==> src/rtl/jtroadf_snd_pkg.sv <==
// Shared constants and types for the Road Fighter sound-side interface.
package jtroadf_snd_pkg;
  localparam int TIMER_DIV = 1024;
  localparam int TIMER_W   = 4;
  localparam int LATCH_W   = 8;

  typedef logic [LATCH_W-1:0] snd_cmd_t;
endpackage

==> src/rtl/jtroadf_snd_timer.sv <==
// Konami sound timer: prescaler on the Z80 clock enable feeding a small
// free-running counter that the Z80 samples at its timer port.
module jtroadf_snd_timer
  import jtroadf_snd_pkg::*;
#(
  parameter int DIV = TIMER_DIV,
  parameter int W   = TIMER_W
) (
  input  logic         clk,
  input  logic         rstn,
  input  logic         cen,
  output logic [W-1:0] timer
);
  localparam int PW = $clog2(DIV);

  logic [PW-1:0] pre_reg;
  logic [W-1:0]  timer_reg;

  // Counter steps on the same edge the prescaler wraps back to zero.
  always_ff @(posedge clk) begin
    if (!rstn) begin
      pre_reg   <= '0;
      timer_reg <= '0;
    end else if (cen) begin
      pre_reg <= pre_reg + 1'b1;
      if (&pre_reg) timer_reg <= timer_reg + 1'b1;
    end
  end

  assign timer = timer_reg;
endmodule

==> src/rtl/jtroadf_sndif.sv <==
// Main-CPU to Z80 sound interface: command latch with full/overrun flags,
// edge-triggered level interrupt with acknowledge, and the sound timer.
module jtroadf_sndif
  import jtroadf_snd_pkg::*;
#(
  parameter int TIMER_DIV = jtroadf_snd_pkg::TIMER_DIV,
  parameter int TIMER_W   = jtroadf_snd_pkg::TIMER_W
) (
  input  logic               clk,
  input  logic               rstn,
  input  logic               main_cen,
  input  logic               main_rnw,
  input  logic [LATCH_W-1:0] main_dout,
  input  logic               snd_data_cs,
  input  logic               snd_irq,
  input  logic               snd_cen,
  input  logic               latch_rd,
  input  logic               int_ack,
  output logic [LATCH_W-1:0] snd_latch,
  output logic               latch_full,
  output logic               overrun,
  output logic               snd_int_n,
  output logic [TIMER_W-1:0] timer
);
  snd_cmd_t latch_reg;
  logic     full_reg, overrun_reg, int_n_reg, irq_l_reg;
  logic     wr, rd, irq_edge, ack;

  assign wr       = main_cen & snd_data_cs & ~main_rnw;
  assign rd       = snd_cen & latch_rd;
  assign irq_edge = main_cen & snd_irq & ~irq_l_reg;
  assign ack      = snd_cen & int_ack;

  // A read landing on the same clock as a write consumes the old byte,
  // so it is not counted as an overrun and the new byte stays pending.
  always_ff @(posedge clk) begin
    if (!rstn) begin
      latch_reg   <= '0;
      full_reg    <= 1'b0;
      overrun_reg <= 1'b0;
    end else if (wr) begin
      latch_reg <= main_dout;
      full_reg  <= 1'b1;
      if (full_reg && !rd) overrun_reg <= 1'b1;
    end else if (rd) begin
      full_reg <= 1'b0;
    end
  end

  // Set has priority over acknowledge.
  always_ff @(posedge clk) begin
    if (!rstn) begin
      irq_l_reg <= 1'b0;
      int_n_reg <= 1'b1;
    end else begin
      if (main_cen) irq_l_reg <= snd_irq;
      if (irq_edge) int_n_reg <= 1'b0;
      else if (ack) int_n_reg <= 1'b1;
    end
  end

  jtroadf_snd_timer #(
    .DIV (TIMER_DIV),
    .W   (TIMER_W)
  ) u_timer (
    .clk   (clk),
    .rstn  (rstn),
    .cen   (snd_cen),
    .timer (timer)
  );

  assign snd_latch  = latch_reg;
  assign latch_full = full_reg;
  assign overrun    = overrun_reg;
  assign snd_int_n  = int_n_reg;
endmodule

==> config.mk <==
export PLATFORM = sky130hd
export DESIGN_NAME = jtroadf_sndif
export DESIGN_NICKNAME = d
export VERILOG_FILES = /design/src/rtl/jtroadf_snd_pkg.sv /design/src/rtl/jtroadf_snd_timer.sv /design/src/rtl/jtroadf_sndif.sv
export SDC_FILE = /design/constraint.sdc
export NUM_CORES = 1
export LEC_CHECK = 0
export CELL_PAD_IN_SITES_DETAIL_PLACEMENT = 0
export CELL_PAD_IN_SITES_GLOBAL_PLACEMENT = 1
export CORE_ASPECT_RATIO = 0.9
export CORE_UTILIZATION = 34
export DETAILED_ROUTE_END_ITERATION = 6
export PLACE_DENSITY = 0.83
export SLEW_MARGIN = 20
export SYNTH_ARGS = -nofsm -noshare
export SYNTH_HDL_FRONTEND = slang
export SYNTH_SLANG_ARGS = --single-unit
==> constraint.sdc <==
create_clock -name clk -period 1.8 [get_ports clk]
set_clock_uncertainty 0.15 [all_clocks]
set_input_delay 0.18 -clock clk [delete_from_list [all_inputs] [get_ports clk]]
set_output_delay 0.18 -clock clk [all_outputs]
set_load 0.05 [all_outputs]
* Yosys cells after proc, flatten, opt, wreduce, memory -nomap -nowiden *
Cells that the tools add are included.

word-level totals
  flip-flop bits (word level) = 26
  bits of input ports = 17
  output and inout port bits = 15
  word-level logic and storage cells = 27

operators by class
  add/sub/neg operators = 2
  multiplexer cells = 4
  bitwise operators = 8
  reductions and logical operators = 6

operator list
  cell                     count
  $reduce_and A11 Y1       1
  $add A10 B1 Y10 const B  1
  $and A1 B1 Y1            6
  $add A4 B1 Y4 const B    1
  $mux W1                  4
  $reduce_bool A2 Y1       2
  $not A1 Y1               2
  $reduce_and A2 Y1        1
  $logic_and A1 B1 Y1      1
  $logic_not A1 Y1         1

* Longest topological paths before layout *
Gate-level depths: netlist of the first run.

  word-level depth = 4
  gate-level depth with buffers = 4
  gate-level depth less buffers = 4

* Cells and area by module *
From an unflattened synthesis of the first run, not the netlist that was laid out.

second synthesis, totals
  cells, all modules = 123
  area total of the unflattened synthesis = 1,169.9 µm²

by module, submodules not included
  module             times used  cells an instance  area an instance (µm²)
  jtroadf_snd_timer  1           73                 681.9
  jtroadf_sndif      1           50                 488.0

* Worst setup path before layout of the first run *
Ideal clock, no wire load.

  path type = register to register
  start = register u_timer.timer_reg[0], in the netlist u_timer.timer[0]
  end = register u_timer.timer_reg[2], in the netlist u_timer.timer[2]
  library setup time = 72 ps
  arrival time = 1,370 ps
  required time = 1,578 ps
  path slack = 208 ps
  cell stages (with the launch flop) = 5
  clock period less this slack = 1,592 ps
  cells stage by stage = dfxtp_1 -> ha_1 -> nand3_1 -> nor4_1 -> mux2i_1

on the way
  longest elaborated chain between the ends = 1

RTL lines
  what                    line                     text
  start, declared         jtroadf_snd_timer.sv:17  logic [W-1:0] timer_reg;
  start signal, assigned  jtroadf_snd_timer.sv:26  if (&pre_reg) timer_reg <= timer_reg + 1'b1;
  $add A4 B1 Y4           jtroadf_snd_timer.sv:26

Every way passes these cells.
A chain may end at the register's enable or synchronous reset.

* Final worst setup path of the first run *
  start = register u_timer.pre_reg[0]
  end = register u_timer.pre_reg[8]

on the way
  longest elaborated chain between the ends = 1

RTL lines
  what                    line                     text
  start, declared         jtroadf_snd_timer.sv:16  logic [PW-1:0] pre_reg;
  start signal, assigned  jtroadf_snd_timer.sv:25  pre_reg <= pre_reg + 1'b1;
  $add A10 B1 Y10         jtroadf_snd_timer.sv:25

Every way passes these cells.

==> results.toml, run 1 <==
[drt]
wl_per_cell_microns = 11.5
vias_per_cell = 4.80
initialDrtViolationCount = 10
ant_nets = 0
vias = 921
dr.pass1.iters = 4
routed_wl_mm = 2.21
drcViolationCount = 0

[worst_setup_path]
cp.arrival_ns = 1.62
cp-startpoint = "u_timer.pre_reg[0]"
path_delay_family = "compound AO/OA/AOI/OAI gates"
crit_path_end = "u_timer.pre_reg[8]"
critPathMaxStageDelay_ns = 0.45
ff2ff_path_depth = 4
cp-end-kind = "register"
cp.required_ns = 1.86
r2r_slack_ns = 0.23
crit_path_max_fanout = 4
slowest_stage = "dfxtp_1"
crit_chain = "ha_1, nand3_1, o311ai_0, o41ai_1"
startpoint_type = "register"
worst-path-stages = 4
path_class = "reg -> reg"
worstReg2RegStart = "u_timer.pre_reg[0]"
worstReg2RegEnd = "u_timer.pre_reg[8]"
critPathBufInv = 0

[timing]
drv_slew = 0
rsz0062_at_grt = "false"
final_hold_viol_count = 0
hold-worst-slack_ns = 0.288
fmax_mhz = 637
setup_violations = 0
relSlewSlack_pct = 66.8
tightest_slew_ns = 0.500
post-route-min-period_ns = 1.57
fin_setup_tns_ns = 0
fin_crit_sh_pct = 87.2

[placement]
gp_congestion = 0.762
hpwlAfterDp_mm = 1.70
portBuffers = 31

[clock_network]
htree_num_levels = 1
clock_path_buffers = 2
cts_tree = "done"
cts-root-buf = "clkbuf_4"
cts_resized = 3
clock_sinks = 26
hold_buffers = 0
insertion_delay_ns = 0.32
clk_pin_slew_worst_paths_ns = 0.14
cts_setup_buffers = 0
cts_buffers = 3

[global_routing]
antenna_found_initial = 0
overflow = 0
grt_pass1_wl_mm = 3.66
grt_util_all_layers_pct = 14.2
grt_max_degree = 20
grt_pass1_vias = 855

[floorplan]
dieWidth_microns = 62.0
dieArea_sq_um = 3470
initial_core_util_pct = 35.9
die_h_microns = 56.0
num_rows = 19
io_pins = 32
core_sq_um = 3070

[synth]
ys_types = 24
avgSynthCellArea_sq_um = 9.59
netlist_area_sq_um = 1100
synth.yosys.seq_area_share_pct = 47.2
yosys_warnings = 0
synth_seq_cells = 26
syn_nets = 134
synthCells = 115

[finish]
area.growth.synth_to_final_pct = 35.8
largest_reg_flops = 10
drive_above_1_share_pct = 15.3
final_cell_mix = "26 x dfxtp_1, 17 x nor2_1, 16 x clkdlybuf4s50_1, 16 x buf_4, 14 x mux2i_1"
antenna_cells = 0
nets = 170
area.sequential_sq_um = 520
final_common_cell = "dfxtp_1"
fill_cells = 291
multi_input_area_sq_um = 553

[hold_path]
hold_path.class = "in -> reg"
hold_depth = 3

[pwr]
p_per_area_nw_per_um2 = 758
ir_drop_uv = 414
cellLeakagePower_nw = 0.600

[run]
cap_violations = 0

[outcome]
status = "finished, final reports clean"
==> layer usage <==
metal  GRT usage (%)  vias up  wire length, microns  share of wire, %
met5               0        -                     0                 0
met4            7.62        0                    48               2.2
met3            1.86        4                    55               2.5
met2            21.7       15                  1090                49
met1            18.8      435                  1020                46
li1                -      467                     -                 -
==> through the flow <==
stage | area, sq um | instances | power, mW | setup WS (ns) | util (%)
after CTS | 1500 | 192 | 1.15 | 0.214 | 48.8
final | 1500 | 192 | 1.13 | 0.231 | 48.8
after global placement | 1450 | 188 | 0.748 | 0.113 | 47.2
after detailed placement | 1450 | 188 | 0.751 | 0.0603 | 47.2
after floorplan | 1100 | 115 | 0.687 | 0.208 | -
after global routing | 1500 | 192 | 1.18 | 0.116 | 48.8
==> cell type report <==
type	count	area share, %
clock inverter	1	2.01
inverter	3	0.753
clock buffer	3	1.51
sequential	26	34.8
timing repair buffer	35	20.5
tap	42	3.51
multi-input combinational	82	37.0
==> cell usage after synthesis (all sizes together) <==
master	instances	area, sq um
o311ai	1	8.76
ha	2	25.0
nand2	11	41.3
mux2i	14	140
nor4	4	40.0
xnor2	1	8.76
clkinv	1	3.75
nand4	3	48.8
or3	3	18.8
nand2b	5	31.3
a21oi	6	30.0
nor2	17	63.8
nand3	5	25.0
a21boi	1	7.51
xor2	3	26.3
clkbuf	2	7.51
o41ai	1	8.76
dfxtp	26	521
buf	2	10.0
o21ai	4	20.0
inv	2	7.51
and3b	1	8.76
==> how the worst min path moves through the flow <==
stage                     start  slack, ns          endpoint
6_report                snd_irq       0.29         irq_l_reg
3_5_place_dp          irq_l_reg       0.31         irq_l_reg
4_1_cts                 snd_irq       0.28         irq_l_reg
5_1_grt                 snd_irq       0.30         irq_l_reg
2_1_floorplan      main_dout[0]       0.18      snd_latch[0]
3_3_place_gp   u_timer.timer[3]       0.30  u_timer.timer[3]
==> cell families (layout without fill, tap and decap cells) <==
group,count (synthesis),count (layout),synth area share (%)
mux,14,14,12.7
simple gates,49,49,25.2
compound gates,13,13,6.81
xor+xnor,4,4,3.18
fa+ha+maj,2,2,2.27
buf+inv,7,42,2.61
flops,26,26,47.2
==> report_power, final <==
part           internal [mW]  switching (mW)
clock network          0.225           0.173
registers              0.590          0.0119
logic                 0.0643          0.0691
==> tightest hold or removal path, delay by kind of cell <==
kind | cells | cell delay (ns)
buf+inv | 1 | 0.40
compound gates | 1 | 0.06
simple gates | 1 | 0.08
No activity file was read; power rests on OpenSTA's default activity.
==> run 2, diff against run 1 <==
- REMOVE_ABC_BUFFERS: default -> 1
- clock period: 1.8 -> 1.5 ns (I/O delays scaled with it)
==> run 2 against run 1 <==
Hold slack worse by 0.039 ns. Via count up 5.6%. Routed wire length increased by 8.8%. Maximum frequency increased by 7.1%. Critical path depth unchanged. Sequential power rose by 21%. Non-clock buffer count up 11. Sequential cell count unchanged. Highest routed layer unchanged.
==> results.toml, run 2 (same netlist as run 1, synthesis figures left out) <==
[outcome]
status = "finished, final reports clean"

[finish]
final_common_cell = "dfxtp_1"
nets = 181
area.growth.synth_to_final_pct = 58.6
stdcell_count = 202
final_cell_mix = "23 x dfxtp_1, 17 x nor2_1, 16 x clkdlybuf4s50_1, 15 x buf_12, 15 x buf_4"
fill_cells = 254
antenna_cells = 0
drive_above_1_share_pct = 25.6
largest_reg_flops = 10

[hold_path]
hp-start = "snd_irq"
hold_path.class = "in -> reg"

[floorplan]
io_pins = 32
num_rows = 19
initial_core_util_pct = 35.9
dieWidth_microns = 62.0
core_sq_um = 3070
die_h_microns = 56.0
dieArea_sq_um = 3470

[pwr]
p_int_mw = 0.917
ir_drop_uv = 474
power_switching_share_pct = 25.1
p_switching_mw = 0.308
fin_total_pwr_mw = 1.22
clkPwrFrac_pct = 24.0
pwr-share-comb_pct = 16.5
cellLeakagePower_nw = 0.678
p_per_area_nw_per_um2 = 701
seqPwrFrac_pct = 59.5

[placement]
hpwlAfterDp_mm = 1.88
gp_congestion = 0.834
dp_slack_ns = -0.143
portBuffers = 31
dp_cells = 199

[drt]
wl_per_cell_microns = 11.9
routed_wl_mm = 2.41
ant_nets = 0
dr.pass1.iters = 4
vias = 973
vias_per_cell = 4.82
drcViolationCount = 0
initialDrtViolationCount = 64

[worst_setup_path]
cp-end-kind = "register"
path_class = "reg -> reg"
worstReg2RegStart = "u_timer.pre_reg[0]"
cp.arrival_ns = 1.54
crit_path_max_fanout = 4
cp.required_ns = 1.58
cp-startpoint = "u_timer.pre_reg[0]"
startpoint_type = "register"

[run]
cap_violations = 0

[timing]
fmax_mhz = 683
fin_crit_sh_pct = 97.7
relSlewSlack_pct = 79.2
drv_slew = 0
fin_ws_ns = 0.0348
setup_violations = 0
post-route-min-period_ns = 1.47
final_hold_viol_count = 0
tightest_slew_ns = 0.309

[clock_network]
cts_buffers = 3
insertion_delay_ns = 0.32
cts_tree = "done"
cts-root-buf = "clkbuf_4"
clock_path_buffers = 2
clock_sinks = 26
hold_buffers = 0
htree_num_levels = 1
clk_pin_slew_worst_paths_ns = 0.14

[global_routing]
overflow = 0
antenna_found_initial = 0
grt_max_degree = 14
grt_util_all_layers_pct = 15.5
grt_pass1_wl_mm = 3.95
grt_pass1_vias = 929
==> run 2: changes by cell type in the layout (fill, tap and decap cells not counted), moves of 2 or more <==
cell,before,now
buf_12,0,15
dfxtp_1,26,23
dlygate4sd2_1,3,0
dfxtp_2,0,2
==> run 2: area by class of cell <==
class | count | area, sq um | area share (%)
flip-flops and latches | 26 | 527 | 30.1
clock buffers | 3 | 22.5 | 1.29
inverters | 3 | 11.3 | 0.644
well taps | 42 | 52.6 | 3.01
repair buffers | 46 | 573 | 32.8
multi-input cells | 82 | 562 | 32.1
==> run 2: path summary, 6_finish.rpt <==
check,endpoint,slack [ns],cells after the start
max,u_timer.pre_reg[8],0.03,4
min,irq_l_reg,0.25,3
max reg2reg,u_timer.pre_reg[8],0.03,4
min reg2reg,irq_l_reg,0.34,2
==> run 2: critical path: stages, from the launching register on <==
cell and delay (ns):
dfxtp_2 0.38, ha_2 0.21, nand3_1 0.14, buf_4 0.16, o41ai_1 0.34
==> run 2: power by group through the flow <==
| stage | sequential (mW) | combinational, mW | clock (mW) |
|---|---|---|---|
| finish | 0.729 | 0.202 | 0.294 |
| global route | 0.732 | 0.216 | 0.340 |
| detailed placement | 0.742 | 0.202 | 0 |
| global placement | 0.742 | 0.197 | 0 |
| CTS | 0.729 | 0.203 | 0.309 |
| floorplan | 0.773 | 0.0429 | 0 |
==> run 2: metal layers <==
metal	vias to the layer above	part of all wire (%)	routed length (microns)	GRT usage, %
li1	491	-	-	-
met1	441	40	953	16.5
met2	39	52	1250	26.3
met3	2	7.4	178	7.44
met4	0	1.1	26	4.76
met5	-	0	0	0
==> run 2: repair_timing <==
item                                    4_1_cts  5_1_grt
endpoints found under the setup margin        2        3
buffers inserted                              0        0
gates resized for setup                       2        5
==> run 2: through the flow <==
step	setup TNS [ns]	hold slack, ns	utilization [%]	instance area (sq um)
2_1_floorplan	-0.0921	0.0762	-	1080
3_3_place_gp	-0.562	0.306	55.8	1710
3_5_place_dp	-1.01	0.326	55.8	1710
4_1_cts	0	0.240	56.6	1740
5_1_grt	-0.000941	0.287	57.0	1750
6_report	0	0.249	57.0	1750
